`src/rtl/bit_synchronizers_filtered.sv`:
```
// Per-channel CDC sync chain, stability filter and registered rise/fall event pulses.
// Latency: STAGES + FILTER_CYCLES edges from the edge preceding an input change. There is no backpressure.
module bit_synchronizers_filtered #(
    parameter int               WIDTH         = 1,
    parameter int               STAGES        = 2,
    parameter int               FILTER_CYCLES = 1,
    parameter logic [WIDTH-1:0] RESET_VALUE   = '0
) (
    input  logic             clk_in,
    input  logic             rst_in,
    input  logic [WIDTH-1:0] bits_in,
    output logic [WIDTH-1:0] bits_out,
    output logic [WIDTH-1:0] rise_out,
    output logic [WIDTH-1:0] fall_out,
    output logic             change_out
);

    localparam int            CW      = (FILTER_CYCLES > 1) ? $clog2(FILTER_CYCLES) : 1;
    localparam logic [CW-1:0] CNT_MAX = CW'(FILTER_CYCLES - 1);

    logic [WIDTH-1:0] r_sync [STAGES];
    logic [CW-1:0]    r_cnt [WIDTH];
    logic [CW-1:0]    w_cnt_nxt [WIDTH];
    logic [WIDTH-1:0] w_s;
    logic [WIDTH-1:0] w_accept;
    logic [WIDTH-1:0] r_bits;
    logic [WIDTH-1:0] r_rise;
    logic [WIDTH-1:0] r_fall;
    logic             r_change;

    // Plain flop chain: nothing may sit between stages or metastability settling time is lost.
    always_ff @(posedge clk_in or posedge rst_in) begin
        if (rst_in) begin
            for (int i = 0; i < STAGES; i++) begin
                r_sync[i] <= RESET_VALUE;
            end
        end else begin
            r_sync[0] <= bits_in;
            for (int i = 1; i < STAGES; i++) begin
                r_sync[i] <= r_sync[i-1];
            end
        end
    end

    assign w_s = r_sync[STAGES-1];

    always_comb begin
        w_accept = '0;
        for (int i = 0; i < WIDTH; i++) begin
            w_cnt_nxt[i] = '0;
            if (w_s[i] != r_bits[i]) begin
                if (r_cnt[i] == CNT_MAX) begin
                    w_accept[i] = 1'b1;
                end else begin
                    w_cnt_nxt[i] = r_cnt[i] + 1'b1;
                end
            end
        end
    end

    always_ff @(posedge clk_in or posedge rst_in) begin
        if (rst_in) begin
            for (int i = 0; i < WIDTH; i++) begin
                r_cnt[i] <= '0;
            end
            r_bits   <= RESET_VALUE;
            r_rise   <= '0;
            r_fall   <= '0;
            r_change <= 1'b0;
        end else begin
            for (int i = 0; i < WIDTH; i++) begin
                r_cnt[i] <= w_cnt_nxt[i];
            end
            r_bits   <= (r_bits & ~w_accept) | (w_s & w_accept);
            r_rise   <= w_accept & w_s;
            r_fall   <= w_accept & ~w_s;
            r_change <= |w_accept;
        end
    end

    assign bits_out   = r_bits;
    assign rise_out   = r_rise;
    assign fall_out   = r_fall;
    assign change_out = r_change;

endmodule
```
`config.mk`:
```
export PLATFORM = sky130hd
export DESIGN_NAME = bit_synchronizers_filtered
export DESIGN_NICKNAME = d
export VERILOG_FILES = /design/src/rtl/bit_synchronizers_filtered.sv
export SDC_FILE = /design/constraint.sdc
export NUM_CORES = 1
export LEC_CHECK = 0
export CORE_AREA = 2 2 39 41
export DETAILED_ROUTE_END_ITERATION = 7
export DIE_AREA = 0 0 41 43
export GPL_TIMING_DRIVEN = 1
export HOLD_SLACK_MARGIN = 0.1
export PLACE_DENSITY = 0.46
export SKIP_LAST_GASP = 1
export SYNTH_ARGS = -nofsm -noshare
export SYNTH_HDL_FRONTEND = slang
export SYNTH_SLANG_ARGS = --single-unit
export TNS_END_PERCENT = 100
```
`constraint.sdc`:
```
create_clock -name clk_in -period 0.95 [get_ports clk_in]
set_input_delay 0.095 -clock clk_in [delete_from_list [all_inputs] [get_ports clk_in]]
set_output_delay 0.095 -clock clk_in [all_outputs]
set_load 0.01 [all_outputs]
```
* After elaboration in Yosys (flattened, before gate mapping) *
Index checks and enable logic that the tools add are counted.

word-level totals
  flip-flop bits (word level) = 7
  output and inout bits = 4
  input bits = 3
  word-level logic and storage cells = 19

operators by class
  muxes and demuxes = 4
  eq/ne operators = 1
  bitwise logic cells = 6
  add/subtract/negate cells = 1

operators by type and width
  operator                             count
  1-bit 2-to-1 mux                     4
  1-bit bitwise AND                    3
  1-bit NOT                            2
  1-bit adder (second input constant)  1
  1-bit inequality test                1
  1-bit bitwise OR                     1

* Logic depth before layout (Yosys ltp) *
Gate-level depths: netlist of run 1.

  word-level depth = 5
  mapped depth = 3
  mapped depth without buffers = 3

* Least setup slack after synthesis of run 1 *
OpenSTA, ideal clock, no wires.

  path kind = register to register
  from = register r_bits, in the netlist bits_out
  to = register r_bits, in the netlist bits_out
  slack = -0.021 ns
  library setup time = 0.124 ns
  stages on the path, launching flop included = 4
  arrival = 0.846 ns
  path buffers = 0
  cell sequence = dfrtp_1 -> inv_1 -> ha_1 -> or2_1

on the way
  longest elaborated chain between the ends = 5
  elaborated cells on any way between the ends = 6
  classes of those cells = 1 x eq/ne; 1 x mux; 4 x bitwise

RTL lines
  element                 line  text
  start, declared         26    logic [WIDTH-1:0] r_bits;
  start signal, assigned  74    r_bits <= (r_bits & ~w_accept) | (w_s & w_accept);
  1-bit inequality test   51    if (w_s[i] != r_bits[i]) begin
  1-bit 2-to-1 mux        51
  1-bit NOT               74
  1-bit bitwise AND       74
  1-bit bitwise OR (*)    74

Mark *: on every way between the ends. The rest lies on a longest branch, timed or not.

* Final worst setup path of run 1 *
Same ends and word-level chain as after synthesis.

==> impl_metrics.json, run 1 <==
{
  "status": "completed",
  "dpl.hpwl_microns": 208,
  "synth-seq-area-share": 0.719,
  "die_w_microns": 41,
  "synth_compound_area_frac": 0,
  "die_height_microns": 43,
  "htreeDepth": 1,
  "rows": 14,
  "ant_nets": 0,
  "synth-simple-area-share": 0.0299,
  "clk_path_buf_depth": 2,
  "crit_path_start_kind": "register",
  "power_leakage_nw": 0.167,
  "slew_headroom": 0.857,
  "final_common_cell": "dfrtp_1",
  "avgSynthCellArea_sq_um": 14.9,
  "numCtsBuffers": 3,
  "reg2regPathDepth": 2,
  "vdd_drop_max_uv": 779,
  "cp-end-kind": "register",
  "grt_pass1_vias": 134,
  "cp.arrival_ns": 1.05,
  "remaining_drc_errors": 0,
  "synth.top_cell.area_share": 0.719,
  "maxSlewViolCount": 0,
  "synthMuxAreaShare": 0,
  "fin_util": 0.229,
  "start_util": 0.151,
  "hold_viol_final": 0,
  "crit_path_max_fanout": 4,
  "post-synth-top-area-cell": "dfrtp_1",
  "rsz0062_at_grt": "true",
  "drt-initial-drc-count": 4,
  "power_density_nw_per_um2": 1920,
  "cts_tree": "yes",
  "setup_slack_ns": 0.0227,
  "dp_cells": 36,
  "min_period_ns": 0.927,
  "clock-sinks": 6,
  "grt_pass1_wl_microns": 489,
  "grt_usage": 0.0516,
  "layout-drive-gt1-share": 0.320,
  "io_buffers": 6,
  "path_class": "reg2reg",
  "grt_overflow": 0,
  "nFillCells": 149,
  "synth_top_family_by_area": "adder cells",
  "wl_per_cell_microns": 7.39,
  "hold_class": "in2reg",
  "root_buffer": "clkbuf_4",
  "ys_warn_count": 0,
  "vias_per_cell": 3.05,
  "layoutNonFillerInstCount": 41,
  "area_growth_syn_to_layout_pct": 51.5,
  "antenna_found_initial": 0,
  "clk_latency_ns": 0.24,
  "fin_skew_ns": 0.00151,
  "fin_total_pwr_uw": 607,
  "synth.cell_area_sq_um": 209,
  "path_clk_slew_ns": 0.04,
  "synth_xor_area_frac": 0,
  "worst_pin_slew_ns": 0.214,
  "clock.fmax_mhz": 1080,
  "yosys.cell_types.count": 4,
  "grt_max_degree": 7,
  "synth_fa_ha_area_frac": 0.180,
  "diodes": 0,
  "whs_path_depth": 1,
  "worstPathRequired_ns": 1.07,
  "dr.pass1.iters": 2,
  "vias": 125,
  "nets": 33,
  "min_period_over_period": 0.976,
  "core_sq_um": 1380,
  "cap_violations": 0,
  "synthesis.nets": 20,
  "yosys-top-cells-area": "dfrtp_1, ha_1, inv_1",
  "hold_ws_ns": 0.294,
  "most-common-layout-cells": "dfrtp_1, inv_1, clkbuf_4",
  "setup-violations-final": 0,
  "pre_cts_slack_ns": -0.0786,
  "gp_congestion": 0.525,
  "ios": 7,
  "synth-seq-cells": 6,
  "synthCells": 14,
  "wl_microns": 303,
  "dieArea_sq_um": 1760
}
[state kept, by name, indices dropped and copies added, names as in the netlist]
signal / flops
r_sync: 1
fall_out: 1
change_out: 1
rise_out: 1
bits_out: 1
w_s: 1
[logic make-up (layout without fill, tap and decap cells)]
family                     count (synthesis)  count (layout)
and+or+nand+nor                            1               1
DFF                                        6               6
adders and majority gates                  3               3
buffers and inverters                      4              15
[final timing paths]
| path | startpoint | to | slack (ns) |
|---|---|---|---|
| max | bits_out | bits_out | 0.02 |
| min in group asynchronous | rst_in | bits_out | 0.63 |
| max reg2reg | bits_out | bits_out | 0.02 |
| min reg2reg | r_sync[1] | w_s | 0.35 |
| max in group asynchronous | rst_in | r_sync[1] | 0.14 |
| min | bits_in | r_sync[1] | 0.29 |
[where the power goes]
group | switching [mW] | internal, mW
registers | 0.0131 | 0.284
clock network | 0.0821 | 0.142
logic | 0.0397 | 0.0460
[synth_stat cells]
| cell | n |
|---|---|
| or2_1 | 1 |
| ha_1 | 3 |
| inv_1 | 4 |
| dfrtp_1 | 6 |
[critical path, cell delays in order, from the launching register on]
cell,delay (ns)
dfrtp_1,0.39
ha_1,0.20
or2_1,0.22
[through the flow]
step                cell area, sq um  setup TNS (ns)
global route                     317        -0.00832
finish                           317               0
CTS                              333         -0.0294
detailed placement               292         -0.0786
floorplan                        211               0
global placement                 292         -0.0543
[per-layer routing]
metal,global-route usage,up-vias,routed length [microns],part of all wire
met5,0,-,0,0
met4,0.0600,0,0,0
met1,0.0495,55,129,0.43
met2,0.0469,9,117,0.39
li1,-,61,-,-
met3,0.0628,0,56,0.18
[area by class of cell]
class | count | area (sq um) | area share
sequential | 6 | 150 | 0.474
inverter | 4 | 15.0 | 0.0474
clock buffer | 3 | 22.5 | 0.0711
multi-input combinational | 4 | 46.3 | 0.146
tap | 16 | 20.0 | 0.0632
timing repair buffer | 8 | 62.6 | 0.198
[timing repair]
action | in CTS | in global routing
hold buffers | 1 | 0
buffers inserted | 1 | 0
endpoints found under the setup margin | 4 | 4
endpoints found under the hold margin | 6 | 0
resized for setup | 9 | 3
No activity file was read; power rests on OpenSTA's default activity.
==> run 2: changes to the inputs <==
Settings changed: CTS_CLUSTER_SIZE set to 28.
==> results of run 2 <==
Final layout, timing and power as in run 1 (identical DEF).
